## config.mk

```make
export PLATFORM = sky130hd
export DESIGN_NAME = meas_seq
export DESIGN_NICKNAME = d
export VERILOG_FILES = /design/src/rtl/meas_seq.sv
export SDC_FILE = /design/constraint.sdc
export NUM_CORES = 1
export LEC_CHECK = 0
export ABC_AREA = 1
export CAP_MARGIN = 20
export CORE_UTILIZATION = 45
export DETAILED_ROUTE_END_ITERATION = 7
export PLACE_DENSITY_LB_ADDON = 0.1
export SETUP_SLACK_MARGIN = 0.15
export SYNTH_ARGS = -nofsm -noshare
export SYNTH_HDL_FRONTEND = slang
export SYNTH_SLANG_ARGS = --single-unit
```

## constraint.sdc

```tcl
create_clock -name clk -period 3 [get_ports clk]
set_input_delay 0.6 -clock clk [delete_from_list [all_inputs] [get_ports clk]]
set_output_delay 0.6 -clock clk [all_outputs]
set_load 0.05 [all_outputs]
```

## src/rtl/meas_seq.sv

```systemverilog
// meas_seq: conversion sequencer for the comparator-based timing front end.
// Pulses afe_reset, times discharge-release to trigger rising edge, averages
// 2^AVG_LOG2 samples and presents the result on a valid/ready port.
// Build option: define TRIG_SYNC_EN to pass trigger through a 2-flop
// synchronizer (adds 2 cycles to every recorded count); undefined feeds
// trigger straight into the edge detector.
module meas_seq #(
  parameter int CNT_W        = 8,
  parameter int DISCH_CYCLES = 4,
  parameter int TIMEOUT      = 250,
  parameter int AVG_LOG2     = 2
) (
  input  logic             clk,
  input  logic             rst,
  input  logic             start,
  input  logic             continuous,
  input  logic             trigger,
  output logic             afe_reset,
  output logic             busy,
  output logic             result_valid,
  input  logic             result_ready,
  output logic [CNT_W-1:0] result,
  output logic             timeout_flag
);

  localparam int ACC_W = CNT_W + AVG_LOG2;
  localparam int IDX_W = AVG_LOG2 + 1;
  localparam int DW    = (DISCH_CYCLES > 1) ? $clog2(DISCH_CYCLES) : 1;
  localparam logic [DW-1:0]    DISCH_LAST = DW'(DISCH_CYCLES - 1);
  localparam logic [CNT_W-1:0] CNT_LAST   = CNT_W'(TIMEOUT - 1);
  localparam logic [IDX_W-1:0] IDX_LAST   = IDX_W'((1 << AVG_LOG2) - 1);

  typedef enum logic [1:0] {IDLE, DISCH, MEASURE, DONE} state_t;

  state_t             state, state_n;
  logic [DW-1:0]      disch_cnt;
  logic [CNT_W-1:0]   cnt;
  logic [ACC_W-1:0]   acc;
  logic [ACC_W-1:0]   acc_sum;
  logic [IDX_W-1:0]   idx;
  logic               trig_s;
  logic               trig_q;
  logic               rise;
  logic               sample_hit;
  logic               last_sample;
  logic               tmo;
  logic               begin_conv;

  // Truncating average: drop the AVG_LOG2 fractional bits of the sum.
  function automatic logic [CNT_W-1:0] avg_trunc(input logic [ACC_W-1:0] a);
    logic [ACC_W-1:0] shifted;
    shifted = a >> AVG_LOG2;
    return shifted[CNT_W-1:0];
  endfunction

`ifdef TRIG_SYNC_EN
  logic trig_meta_p0;
  logic trig_sync_p1;

  // Two-flop synchronizer for the asynchronous comparator output.
  always_ff @(posedge clk) begin
    if (rst) begin
      trig_meta_p0 <= 1'b0;
      trig_sync_p1 <= 1'b0;
    end else begin
      trig_meta_p0 <= trigger;
      trig_sync_p1 <= trig_meta_p0;
    end
  end

  assign trig_s = trig_sync_p1;
`else
  // Direct path keeps the analog-digital-analog loop free of extra latency.
  assign trig_s = trigger;
`endif

  // Edge register: remembers the previous trig_s so only a 0->1 counts.
  always_ff @(posedge clk) begin
    if (rst) trig_q <= 1'b0;
    else     trig_q <= trig_s;
  end

  assign rise        = trig_s & ~trig_q;
  assign acc_sum     = acc + ACC_W'(cnt);
  assign sample_hit  = (state == MEASURE) && rise;
  assign last_sample = (idx == IDX_LAST);
  // A rise in the final timeout cycle still records the sample.
  assign tmo         = (state == MEASURE) && !rise && (cnt == CNT_LAST);
  assign begin_conv  = ((state == IDLE) && (start || continuous)) ||
                       ((state == DONE) && result_ready && continuous);

  // State register.
  always_ff @(posedge clk) begin
    if (rst) state <= IDLE;
    else     state <= state_n;
  end

  // Next-state and state-decoded outputs.
  always_comb begin
    state_n      = state;
    afe_reset    = 1'b0;
    busy         = 1'b1;
    result_valid = 1'b0;
    unique case (state)
      IDLE: begin
        busy = 1'b0;
        if (start || continuous) state_n = DISCH;
      end
      DISCH: begin
        afe_reset = 1'b1;
        if (disch_cnt == DISCH_LAST) state_n = MEASURE;
      end
      MEASURE: begin
        if (rise)                  state_n = last_sample ? DONE : DISCH;
        else if (cnt == CNT_LAST)  state_n = DONE;
      end
      DONE: begin
        result_valid = 1'b1;
        if (result_ready) state_n = continuous ? DISCH : IDLE;
      end
      default: state_n = IDLE;
    endcase
  end

  // Pulse/interval counters, accumulator and held result.
  always_ff @(posedge clk) begin
    if (rst) begin
      disch_cnt    <= '0;
      cnt          <= '0;
      acc          <= '0;
      idx          <= '0;
      result       <= '0;
      timeout_flag <= 1'b0;
    end else begin
      if (state == DISCH) disch_cnt <= (disch_cnt == DISCH_LAST) ? '0 : disch_cnt + DW'(1);
      else                disch_cnt <= '0;

      if (state == MEASURE) cnt <= cnt + CNT_W'(1);
      else                  cnt <= '0;

      if (begin_conv) begin
        acc          <= '0;
        idx          <= '0;
        timeout_flag <= 1'b0;
      end else if (sample_hit) begin
        acc <= acc_sum;
        idx <= idx + IDX_W'(1);
        if (last_sample) result <= avg_trunc(acc_sum);
      end else if (tmo) begin
        result       <= '1;
        timeout_flag <= 1'b1;
      end
    end
  end

endmodule
```

After elaboration in Yosys (flattened, before gate mapping)
Cells that the tools add are included.

Register bits: 35. Output and inout bits: 12.

$add $sub $neg: 4. Equality and inequality tests: 11. Mux-type cells: 14. Bitwise logic cells: 6. Reduce and logical (&&, ||, !) cells: 17.

Operators by type and width (number): two-way mux 8 bit (3); two-way mux 2 bit (6); adder 10 x 8 -> 10 bit (1); adder 8 x 1 -> 8 bit (second input constant) (1); equality test 8 bit (second input constant) (1); one-hot mux 2 bit (4 select lines) (1); equality test 2 bit (second input constant) (3); logical AND 1 bit (6); inverter 1 bit (5); two-way mux 1 bit (4); != test 2 x 1 -> 1 bit (second input constant) (2); != test 2 bit (second input constant) (2); AND reduction 4 bit (1); OR reduction 2 bit (2); adder 3 x 1 -> 3 bit (second input constant) (1); equality test 3 x 2 -> 1 bit (second input constant) (1); != test 3 bit (second input constant) (1); AND reduction 3 bit (1); OR reduction 3 bit (1); adder 2 x 1 -> 2 bit (second input constant) (1); equality test 2 x 1 -> 1 bit (second input constant) (1); zero test 2 bit (1); logical OR 1 bit (2); AND reduction 2 bit (1); other kinds (3) (3).

Depth between registers and ports, before layout
Gate-level depths: netlist of the first run.

Depth after elaboration: 7. Gate-level depth with buffers: 11. Gate-level depth less buffers: 11.

Worst setup path before layout of the first run
Ideal clock, no wire load.

Path kind: reg-to-reg. Start: reg cnt[0]. End: reg result[6]. Arrival: 1.668 ns. Slack: 1.220 ns. Stages on the path, launching flop included: 10. Path buffers: 0. Clock period less this slack: 1.780 ns. Path through: dfxtp_1 ha_1 inv_1 fa_1 o21ai_0 nand2_1 nand3_1 nand3_1 nor2_1 nor2_1.

Longest elaborated chain between the ends: 4. Elaborated cells on any way between the ends: 7. Classes of those cells: 1 x add/sub; 1 x eq/ne; 2 x mux; 3 x reduce/logical.

RTL lines: from (decl) (RTL line 37) `logic [CNT_W-1:0] cnt;`; from (signal assigned) (RTL line 138) `if (state == MEASURE) cnt <= cnt + CNT_W'(1);`; branches (longest 4 deep; another with adder 10 x 8 -> 10 bit); to (signal assigned) (RTL line 148) `if (last_sample) result <= avg_trunc(acc_sum);`; to (decl) (RTL line 22) `output logic [CNT_W-1:0] result,`.

Parallel ways; which one is timed is not known. The select of a mux whose other input is x is not followed. A chain may end at the register's enable or synchronous reset.

Worst setup path in the final report of the first run
Start: reg state[0]. End: out afe_reset.

Longest elaborated chain between the ends: 2.

RTL lines: from (decl) (RTL line 35) `state_t state, state_n;`; from (signal assigned) (RTL line 95) `else state <= state_n;`; equality test 2 x 1 -> 1 bit (RTL line 104) `unique case (state)`; two-way mux 1 bit (RTL line 104); to (decl) (RTL line 18) `output logic afe_reset,`.

Every way passes these cells.

==> summary.md, run 1 <==
| Metric | Value |
|---|---|
| DP Wirelength | `2970 um` |
| Worst R2R Path Depth | `9` |
| Pwr Total | `1.36 mW` |
| Vias | `1676` |
| Number of synthesized flops with an enable pin | `0` |
| Row count | `23` |
| Total routed wirelength | `3890 um` |
| Hold Vio Cnt, Final | `0` |
| RR Startpoint | `cnt[0]$_SDFF_PP0_` |
| Final net count | `328` |
| P&R area growth vs syn | `15.8%` |
| First-pass GRT wire length | `6350 um` |
| Seq/Total Area, Yosys | `0.359` |
| Final max-slew violation count | `0` |
| CP required | `2.40 ns` |
| Ys async rst share | `0` |
| Die area | `0.00461 mm2` |
| Post-Syn Nets | `308` |
| Crit path to | `afe_reset` |
| Setup Buffers After CTS | `0` |
| CTS tree | `yes` |
| RSZ-0062 raised after global routing | `no` |
| Vias per Instance | `4.67` |
| Placed Area | `0.00214 mm2` |
| Fraction of layout cells with a size suffix above 1 | `0.0647` |
| Leak | `1.04 nW` |
| Overall Global Routing Usage | `0.188` |
| IO Pins | `18` |
| Largest net degree at the start of global routing | `21` |
| Hold crit path type | `flip-flop to flip-flop` |
| Post-Synthesis Cells | `288` |
| Initial antenna violation count | `0` |
| Status | `finished, final reports clean` |
| Max Fanout on Critical Path | `5` |
| Final Wtd Congestion | `0.794` |
| Worst Path Arrival | `1.80 ns` |
| Resize count post-CTS | `0` |
| Skew final | `0.00980 ns` |
| Fin Setup TNS | `0 ns` |
| Reg2Reg Setup Slack | `0.86 ns` |
| DR iter-0 viols | `96` |
| Slew headroom | `0.565` |
| Residual DRC | `0` |
| PwrDens | `602 mW/mm2` |
| # port buffers | `17` |
| Least-Margin Pin Slew | `0.653 ns` |
| Core area | `0.00409 mm2` |
| TritonCTS Buffers | `5` |
| Worst reg2reg endpoint | `result[6]$_SDFFE_PP0P_` |
| Critical path type | `flip-flop to primary output` |
| Final setup viols | `0` |
| Top_reg_cell synth | `dfxtp_1` |
| Htree depth | `2` |
| CTS root buffer | `clkbuf_8` |
| Clock Latency Late Sink | `0.29 ns` |
| Max Freq | `0.417 GHz` |
| Max Cap Viol | `0` |
| Remaining global-route overflow | `0` |
| CTS clk-pin slew, worst paths | `0.07 ns` |
| TritonRoute pass-1 iters | `4` |
| Starting density of the core | `0.478` |
| Diode count | `0` |
| Vias in the first global route | `1467` |
| Number of routed nets with antenna violations | `0` |
| Yosys reg bits | `35` |
| Yosys cell types | `30` |
| Die width | `67.9 um` |
| Max clock buf depth | `2` |
| Die Y | `67.9 um` |
| Ys Warns | `0` |
| Synthesized area | `0.00195 mm2` |
| Post-route minimum period | `2.40 ns` |
| Clock sinks | `35` |
| Avg Cell Area, Syn | `6.78 um2` |
| CP endpoint kind | `primary output` |
| Hold WS | `0.433 ns` |
| WL/cell | `10.8 um` |
| Fin area | `0.00226 mm2` |
| Setup crit start kind | `flip-flop` |
| CP startpoint | `state[0]$_SDFFE_PP0P_` |
| Peak VDD IR | `0.446 mV` |
| # hold bufs at CTS | `0` |
| Crit share post-route | `0.800` |
[state kept, by name, summed over array words and instances (netlist names)]
signal and cells:
disch_cnt 2, timeout_flag 1, result 8, cnt 8
acc 10, state 2, trig_q 1, idx 3
[routing by layer]
metal / up-vias / GRT usage / wire length (um)
li1: 924 / - / -
met1: 731 / 0.227 / 1980
met2: 16 / 0.325 / 1790
met3: 5 / 0.0500 / 80
met4: 0 / 0.0547 / 41
met5: - / 0 / 0
[Yosys cell counts, drive strengths merged, types with 2 or more instances]
library cell   n  area, um2
nand4          2       12.5
dfxtp         35        701
or2            2       12.5
o21a           3       22.5
nor2          62        253
o211ai         2       15.0
a21oi         12       63.8
ha            13        163
buf            3       27.5
nor3           2       15.0
nand3         19       95.1
inv           50        188
nand2         66        250
xnor2          3       26.3
o21ai          7       35.0
[worst max-delay path, cell delays in order (launching register included)]
cell	delay (ns)
dfxtp_1	0.38
inv_2	0.08
nor2_1	0.21
clkdlybuf4s50_1	0.85
[cells in the final DEF, fill, tap and decap left out, drive strengths merged, types with 2 or more instances in the layout]
master	instances
nand4	2
nand3	19
o211ai	2
o21a	3
xnor2	3
ha	13
clkbuf	6
dfxtp	35
inv	50
nor3	2
a21oi	12
o21ai	7
nand2	66
nor2	62
or2	2
clkdlybuf4s50	17
[through the flow]
stage | setup WS [ns] | utilization | instances
2_1_floorplan | 1.22 | - | 288
3_5_place_dp | 0.648 | 0.525 | 351
5_1_grt | 0.503 | 0.554 | 359
6_report | 0.600 | 0.554 | 359
4_1_cts | 0.579 | 0.554 | 359
3_3_place_gp | 0.687 | 0.525 | 351
[area by class of cell]
type,count,area (um2)
tap,50,62.6
fill,421,1820
inverter,50,188
clock inverter,2,35.0
timing repair buffer,17,170
sequential,35,701
multi-input combinational,199,1020
clock buffer,6,82.6
[power by group]
group / leakage (nW) / switching, mW / internal, mW
Combinational: 0.694 / 0.265 / 0.120
Sequential: 0.283 / 0.0310 / 0.498
Clock: 0.0612 / 0.179 / 0.269
[cells by family (layout without fill, tap and decap cells)]
group	Yosys count	in the layout	share of synthesized area
xor+xnor	4	4	0.0179
compound gates	26	26	0.0788
flops	35	35	0.359
fa+ha+maj	14	14	0.0935
buf+inv	54	75	0.117
simple gates	155	155	0.334
[how the worst min path moves through the flow]
stage / start / to / slack, ns / cells past startpoint
final: disch_cnt[0]$_SDFF_PP0_ / disch_cnt[0]$_SDFF_PP0_ / 0.43 / 1
after global routing: disch_cnt[0]$_SDFF_PP0_ / disch_cnt[0]$_SDFF_PP0_ / 0.45 / 1
after CTS: disch_cnt[0]$_SDFF_PP0_ / disch_cnt[0]$_SDFF_PP0_ / 0.43 / 1
after detailed placement: disch_cnt[0]$_SDFF_PP0_ / disch_cnt[0]$_SDFF_PP0_ / 0.41 / 1
after global placement: disch_cnt[0]$_SDFF_PP0_ / disch_cnt[0]$_SDFF_PP0_ / 0.41 / 1
after floorplan: disch_cnt[0]$_SDFF_PP0_ / disch_cnt[0]$_SDFF_PP0_ / 0.40 / 1
Note: power is estimated with default switching activity, not from simulation.
==> inputs of run 2 (changes only) <==
==> constraint.sdc (replaced) <==
create_clock -name clk -period 1.9 [get_ports clk]
set_input_delay 0.38 -clock clk [delete_from_list [all_inputs] [get_ports clk]]
set_output_delay 0.38 -clock clk [all_outputs]
set_load 0.05 [all_outputs]
==> run 2 against run 1 <==
Register-to-register slack lost 0.63 ns; largest power group unchanged; global-route usage grew 1.5 points; worst hold slack improved by 0.0017 ns; combinational power up 81%; sequential cell count is the same; via count is 7.2% higher; worst setup slack got worse by 0.37 ns; core utilization rose by 5.5 points; clock skew is 0.0034 ns lower.
==> summary.md, run 2 (synthesized netlist as in run 1, its figures left out) <==
| Metric | Value |
|---|---|
| DR iter-0 viols | `63 (-34%)` |
| # port buffers | `17 (unchanged)` |
| Final max-slew violation count | `0 (unchanged)` |
| Placed Area | `0.00224 mm2 (+4.6%)` |
| Fin cells | `371 (+3.3%)` |
| Most frequent cells in the layout | `63 x nand2_1, 56 x nor2_1, 46 x inv_1` |
| Critical path's slowest cell | `dfxtp_1` |
| TritonRoute pass-1 iters | `4 (unchanged)` |
| Hold crit path type | `flip-flop to flip-flop` |
| Busiest layer in global routing | `met2` |
| Remaining global-route overflow | `0 (unchanged)` |
| TritonCTS Buffers | `5 (unchanged)` |
| Post-route minimum period | `1.67 ns` |
| Fraction of layout cells with a size suffix above 1 | `0.171 (+0.107)` |
| DP Wirelength | `3070 um (+3.3%)` |
| Sw frac | `0.344 (-0.00459)` |
| Crit share post-route | `0.878` |
| Most common cell after layout, fill and taps aside | `nand2_1` |
| Internal | `1.47 mW (+65%)` |
| Largest net degree at the start of global routing | `17 (-19%)` |
| # hold bufs at CTS | `0 (unchanged)` |
| CP bufs+invs | `0 (-2)` |
| Largest delay contributor family on the critical path | `compound AO/OA/AOI/OAI gates` |
| Final Wtd Congestion | `0.801 (+0.93%)` |
| Slew headroom | `0.671 (+0.106)` |
| Max clock buf depth | `2 (unchanged)` |
| Die area | `0.00461 mm2 (unchanged)` |
| Skew final | `0.00639 ns (-0.00341 ns)` |
| Sequential Power Share | `0.374 (-0.014)` |
| Biggest regs | `acc x10, cnt x8, result x8` |
| Fin Setup TNS | `0 ns (unchanged)` |
| Starting density of the core | `0.478 (unchanged)` |
| Psw | `769 uW (+62%)` |
| PwrDens | `899 mW/mm2 (+49%)` |
| Stages on the worst setup path | `8 (+5)` |
| Total routed wirelength | `4220 um (+8.5%)` |
| CP endpoint kind | `flip-flop` |
| Status | `finished, final reports clean` |
| Final setup margin | `0.231 ns (-0.368 ns)` |
| Crit-path cells | `ha_4, a21oi_1, o21a_1, nand2_1, nand2_1, nand3_2, nor2_1, nor2_1` |
| Max Fanout on Critical Path | `5 (unchanged)` |
| Clock share of power | `0.315 (-0.014)` |
| CTS root buffer | `clkbuf_8` |
| Die Y | `67.9 um (unchanged)` |
| CTS tree | `yes` |
| RSZ-0062 raised after global routing | `yes` |
| Clock sinks | `35 (unchanged)` |
| CTS clk-pin slew, worst paths | `0.07 ns (about the same)` |
| Cell count after placement | `360 (+2.6%)` |
| Core area | `0.00409 mm2 (unchanged)` |
| GR Layer Usage met3 | `0.0450 (-0.00500)` |
| Peak VDD IR | `0.799 mV (+79%)` |
| Worst Path Arrival | `1.86 ns (+0.06 ns)` |
| Row count | `23 (unchanged)` |
| P&R area growth vs syn | `27.2%` |
| Least-Margin Pin Slew | `0.495 ns (-0.158 ns)` |
| IO Pins | `18 (unchanged)` |
| Htree depth | `2 (unchanged)` |
| Number of routed nets with antenna violations | `0 (unchanged)` |
| Met1 usage | `0.242 (+0.0151)` |
| Largest register FFs | `10 (unchanged)` |
| Vias in the first global route | `1603 (+9.3%)` |
| Hold Vio Cnt, Final | `0 (unchanged)` |
| Comb power frac | `0.311 (+0.028)` |
| Setup crit start kind | `flip-flop` |
| Worst slack, placed | `0.0545 ns (-0.593 ns)` |
| Residual DRC | `0 (unchanged)` |
| CP required | `2.09 ns (-0.31 ns)` |
| Leak | `1.15 nW (+11%)` |
| Initial antenna violation count | `0 (unchanged)` |
| Vias per Instance | `4.84 (+3.8%)` |
| First-pass GRT wire length | `6820 um (+7.3%)` |
| Met2 usage | `0.359 (+0.0334)` |
| WL/cell | `11.4 um (+5.0%)` |
| Hold Path Depth | `1 (unchanged)` |
| Final net count | `340 (+3.7%)` |
| CP peak stage delay | `0.46 ns (-0.39 ns)` |
| Pwr Total | `2.23 mW (+64%)` |
| Fin area | `0.00248 mm2 (+9.8%)` |
| Worst R2R Path Depth | `8 (-1)` |
| Max Freq | `0.599 GHz` |
| Vias | `1797 (+7.2%)` |
| Critical path type | `flip-flop to flip-flop` |
| Clock Latency Late Sink | `0.29 ns (about the same)` |
| Most flop-heavy register | `acc` |
| Diode count | `0 (unchanged)` |
| Overall Global Routing Usage | `0.203 (+0.0147)` |
| Max Cap Viol | `0 (unchanged)` |
| Die width | `67.9 um (unchanged)` |
| Final setup viols | `0 (unchanged)` |
-- run 2: changes by cell type in the layout (fill, tap and decap cells not counted), sizes merged --
| cell | delta |
|---|---|
| buf | +15 |
| clkdlybuf4s50 | -12 |
| dlygate4sd2 | +9 |
-- run 2: layout make-up --
| type | instances | area (um2) |
|---|---|---|
| fill | 400 | 1600 |
| tap | 50 | 62.6 |
| sequential | 35 | 704 |
| multi-input combinational | 199 | 1130 |
| clock buffer | 6 | 82.6 |
| inverter | 50 | 188 |
| clock inverter | 2 | 35.0 |
| timing repair buffer | 29 | 279 |
-- run 2: per-layer routing --
metal / vias to the layer above / part of all wire / wire length [um]
met5: - / 0 / 0
met4: 0 / 0.013 / 53
met3: 5 / 0.031 / 129
met2: 17 / 0.49 / 2080
met1: 823 / 0.46 / 1960
li1: 952 / - / -
-- run 2: final timing paths --
path                                           endpoint                    start  slack, ns
worst max-delay path             result[6]$_SDFFE_PP0P_        cnt[5]$_SDFF_PP0_       0.23
worst min register to register  disch_cnt[0]$_SDFF_PP0_  disch_cnt[0]$_SDFF_PP0_       0.43
worst min-delay path            disch_cnt[0]$_SDFF_PP0_  disch_cnt[0]$_SDFF_PP0_       0.43
worst max register to register   result[6]$_SDFFE_PP0P_        cnt[5]$_SDFF_PP0_       0.23
-- run 2: through the flow --
stage | hold WS (ns) | util
after floorplan | 0.399 | -
after global placement | 0.415 | 0.549
after detailed placement | 0.431 | 0.549
after CTS | 0.442 | 0.576
after global routing | 0.469 | 0.608
final | 0.435 | 0.608
-- run 2: what timing repair did --
| item | 4_1_cts | 5_1_grt |
|---|---|---|
| endpoints found under the setup margin | 17 | 11 |
| setup buffers | 0 | 3 |
| endpoints found under the hold margin | 0 | 0 |
| pin swaps | 1 | 7 |
| resized for setup | 11 | 21 |
-- run 2: power by group through the flow --
| stage | registers [mW] | clock network (mW) | logic (mW) |
|---|---|---|---|
| after global routing | 0.843 | 0.760 | 0.772 |
| after global placement | 0.845 | 0 | 0.680 |
| after CTS | 0.829 | 0.729 | 0.684 |
| final | 0.836 | 0.703 | 0.695 |
| after detailed placement | 0.846 | 0 | 0.682 |
| after floorplan | 0.839 | 0 | 0.473 |
==> inputs of run 3 (changes only) <==
--- a/config.mk
+++ b/config.mk
@@ -10,7 +10,9 @@
 export CORE_UTILIZATION = 45
 export DETAILED_ROUTE_END_ITERATION = 7
 export PLACE_DENSITY_LB_ADDON = 0.1
+export RECOVER_POWER = 100
 export SETUP_SLACK_MARGIN = 0.15
+export SKIP_CTS_REPAIR_TIMING = 1
 export SYNTH_ARGS = -nofsm -noshare
 export SYNTH_HDL_FRONTEND = slang
 export SYNTH_SLANG_ARGS = --single-unit
==> run 3 against run 2 <==
Maximum frequency shrank 1.4%; critical endpoint is now result[0]$_SDFFE_PP0P_; sequential cell count is the same; count of clock-buffer cells in the layout did not move; worst setup slack got worse by 0.024 ns; non-clock buffer count grew 1; die area did not move; cell count rose by 0.27%; sequential power is essentially flat.
==> summary.md, run 3 (synthesized netlist as in run 1, its figures left out) <==
| Metric | Value |
|---|---|
| Status | `finished, final reports clean` |
| CTS clk-pin slew, worst paths | `0.07 ns (about the same)` |
| CTS root buffer | `clkbuf_8` |
| Hold WS | `0.434 ns (-0.000238 ns)` |
| Diode count | `0 (unchanged)` |
| Die width | `67.9 um (unchanged)` |
| Largest net degree at the start of global routing | `17 (unchanged)` |
| Final Wtd Congestion | `0.801 (unchanged)` |
| Layout filler cell count | `419 (+4.8%)` |
| Met2 usage | `0.355 (-0.00371)` |
| Number of routed nets with antenna violations | `0 (unchanged)` |
| Initial antenna violation count | `0 (unchanged)` |
| Critical path's slowest cell | `fa_2` |
| Total routed wirelength | `4260 um (+0.85%)` |
| Clock share of power | `0.323 (+0.008)` |
| Sw frac | `0.349 (+0.00454)` |
| Worst R2R Path Depth | `9 (+1)` |
| DR iter-0 viols | `92 (+46%)` |
| Worst reg2reg endpoint | `result[0]$_SDFFE_PP0P_` |
| Hold Vio Cnt, Final | `0 (unchanged)` |
| Die Y | `67.9 um (unchanged)` |
| Peak VDD IR | `0.672 mV (-16%)` |
| Htree depth | `2 (unchanged)` |
| P&R area growth vs syn | `22.4%` |
| CP endpoint kind | `flip-flop` |
| RSZ-0062 raised after global routing | `yes` |
| Most frequent cells in the layout | `63 x nand2_1, 58 x nor2_1, 47 x inv_1` |
| Placed Area | `0.00224 mm2 (unchanged)` |
| Fraction of layout cells with a size suffix above 1 | `0.146 (-0.0254)` |
| Post-route minimum period | `1.69 ns (+0.0241 ns)` |
| Max Cap Viol | `0 (unchanged)` |
| Die area | `0.00461 mm2 (unchanged)` |
| Slew headroom | `0.603 (-0.0684)` |
| Fin area | `0.00239 mm2 (-3.8%)` |
| DP Wirelength | `3070 um (unchanged)` |
| Overall Global Routing Usage | `0.202 (-0.00105)` |
| TritonRoute pass-1 iters | `4 (unchanged)` |
| PwrDens | `910 mW/mm2 (+1.2%)` |
| GR Layer Usage met3 | `0.0450 (unchanged)` |
| WL/cell | `11.4 um (+0.58%)` |
| Largest delay contributor family on the critical path | `adder cells` |
| Final net count | `341 (+0.29%)` |
| Psw | `759 uW (-1.4%)` |
| Remaining global-route overflow | `0 (unchanged)` |
| # port buffers | `17 (unchanged)` |
| Hold endpoint | `disch_cnt[0]$_SDFF_PP0_` |
| CTS tree | `yes` |
| Final Util | `0.585 (-0.0230)` |
| Most flop-heavy register | `acc` |
| Sequential Power Share | `0.383 (+0.009)` |
| Setup crit start kind | `flip-flop` |
| Max Freq | `0.591 GHz (-1.4%)` |
| Leak | `1.09 nW (-5.8%)` |
| Residual DRC | `0 (unchanged)` |
| RR Startpoint | `cnt[0]$_SDFF_PP0_` |
| Biggest regs | `acc x10, cnt x8, result x8` |
| TritonCTS Buffers | `5 (unchanged)` |
| Max clock buf depth | `2 (unchanged)` |
| Critical path type | `flip-flop to flip-flop` |
| Vias | `1803 (+0.33%)` |
| Row count | `23 (unchanged)` |
| Busiest layer in global routing | `met2` |
| IO Pins | `18 (unchanged)` |
| Clock Latency Late Sink | `0.29 ns (about the same)` |
| Vias per Instance | `4.85 (about the same)` |
| Most common cell after layout, fill and taps aside | `nand2_1` |
| Starting density of the core | `0.478 (unchanged)` |
| Largest register FFs | `10 (unchanged)` |
| Reg2Reg Setup Slack | `0.21 ns (-0.02 ns)` |
| CP peak stage delay | `0.39 ns (-0.07 ns)` |
| CP bufs+invs | `3 (+3)` |
| Internal | `1.42 mW (-3.3%)` |
| CP required | `2.09 ns (about the same)` |
| Pwr Total | `2.18 mW (-2.7%)` |
| Hold crit path type | `flip-flop to flip-flop` |
| Crit-path most repeated cell | `nor2_1` |
| Clock sinks | `35 (unchanged)` |
| Met1 usage | `0.242 (unchanged)` |
| Vias in the first global route | `1591 (-0.75%)` |
| Skew final | `0.00511 ns (-0.00128 ns)` |
| Least-Margin Pin Slew | `0.598 ns (+0.103 ns)` |
| Crit-path cells | `ha_1, inv_2, fa_2, buf_4, xnor2_1, nor2_2, inv_1, nor2_1, nor2_1` |
| Core area | `0.00409 mm2 (unchanged)` |
| Final setup viols | `0 (unchanged)` |
| Fin Setup TNS | `0 ns (unchanged)` |
| Max Fanout on Critical Path | `2 (-3)` |
| Final max-slew violation count | `0 (unchanged)` |
| First-pass GRT wire length | `6780 um (-0.62%)` |
| Crit share post-route | `0.891 (+0.0127)` |
| HP Start | `disch_cnt[0]$_SDFF_PP0_` |
| Hold Path Depth | `1 (unchanged)` |
| Worst Path Arrival | `1.88 ns (+0.02 ns)` |
| Comb power frac | `0.294 (-0.017)` |
[run 3: cell count changes in the layout (fill, tap and decap cells not counted), moves of 2 or more]
cell | previous run | this run
clkbuf_1 | 0 | 10
nor2_2 | 4 | 2
nand3_2 | 4 | 2
nor2_1 | 56 | 58
buf_4 | 12 | 7
nand3_1 | 15 | 17
clkbuf_4 | 0 | 3
dlygate4sd2_1 | 9 | 0
clkbuf_2 | 0 | 3
[run 3: worst reg2reg max path, stage by stage, from the launching register on]
cell     delay [ns]
dfxtp_1        0.34
ha_1           0.19
inv_2          0.06
fa_2           0.39
buf_4          0.15
xnor2_1        0.12
nor2_2         0.15
inv_1          0.05
nor2_1         0.09
nor2_1         0.05
[run 3: how the worst max path moves through the flow]
stage,end,cells after the start,start
6_report,result[0]$_SDFFE_PP0P_,9,cnt[0]$_SDFF_PP0_
3_3_place_gp,result[5]$_SDFFE_PP0P_,9,trigger
4_1_cts,result[1],1,result[1]$_SDFFE_PP0P_
3_5_place_dp,acc[8]$_SDFFE_PP0P_,10,trigger
2_1_floorplan,state[0]$_SDFFE_PP0P_,9,state[0]$_SDFFE_PP0P_
5_1_grt,result[4]$_SDFFE_PP0P_,9,cnt[0]$_SDFF_PP0_
[run 3: stage by stage]
| step | cells | setup WS, ns |
|---|---|---|
| 2_1_floorplan | 288 | 0.151 |
| 3_3_place_gp | 360 | 0.0752 |
| 3_5_place_dp | 360 | 0.0545 |
| 4_1_cts | 368 | 0.0609 |
| 5_1_grt | 372 | 0.0718 |
| 6_report | 372 | 0.207 |
[run 3: layer usage]
metal	up-vias	share of wire	routed length, um
li1	955	-	-
met1	820	0.47	2000
met2	23	0.49	2080
met3	5	0.031	130
met4	0	0.012	53
met5	-	0	0
[run 3: final cells by class]
type / instances / area [um2] / area share
Multi-Input combinational cell: 199 / 1100 / 0.461
Sequential cell: 35 / 703 / 0.294
Timing Repair Buffer: 30 / 218 / 0.0911
Inverter: 50 / 188 / 0.0785
Clock buffer: 6 / 82.6 / 0.0345
Tap cell: 50 / 62.6 / 0.0262
Clock inverter: 2 / 35.0 / 0.0147
[run 3: power by group through the flow]
stage	sequential, mW	combinational (mW)	clock (mW)
6_report	0.833	0.639	0.704
4_1_cts	0.829	0.684	0.729
3_5_place_dp	0.846	0.682	0
3_3_place_gp	0.845	0.680	0
5_1_grt	0.839	0.716	0.760
2_1_floorplan	0.839	0.473	0
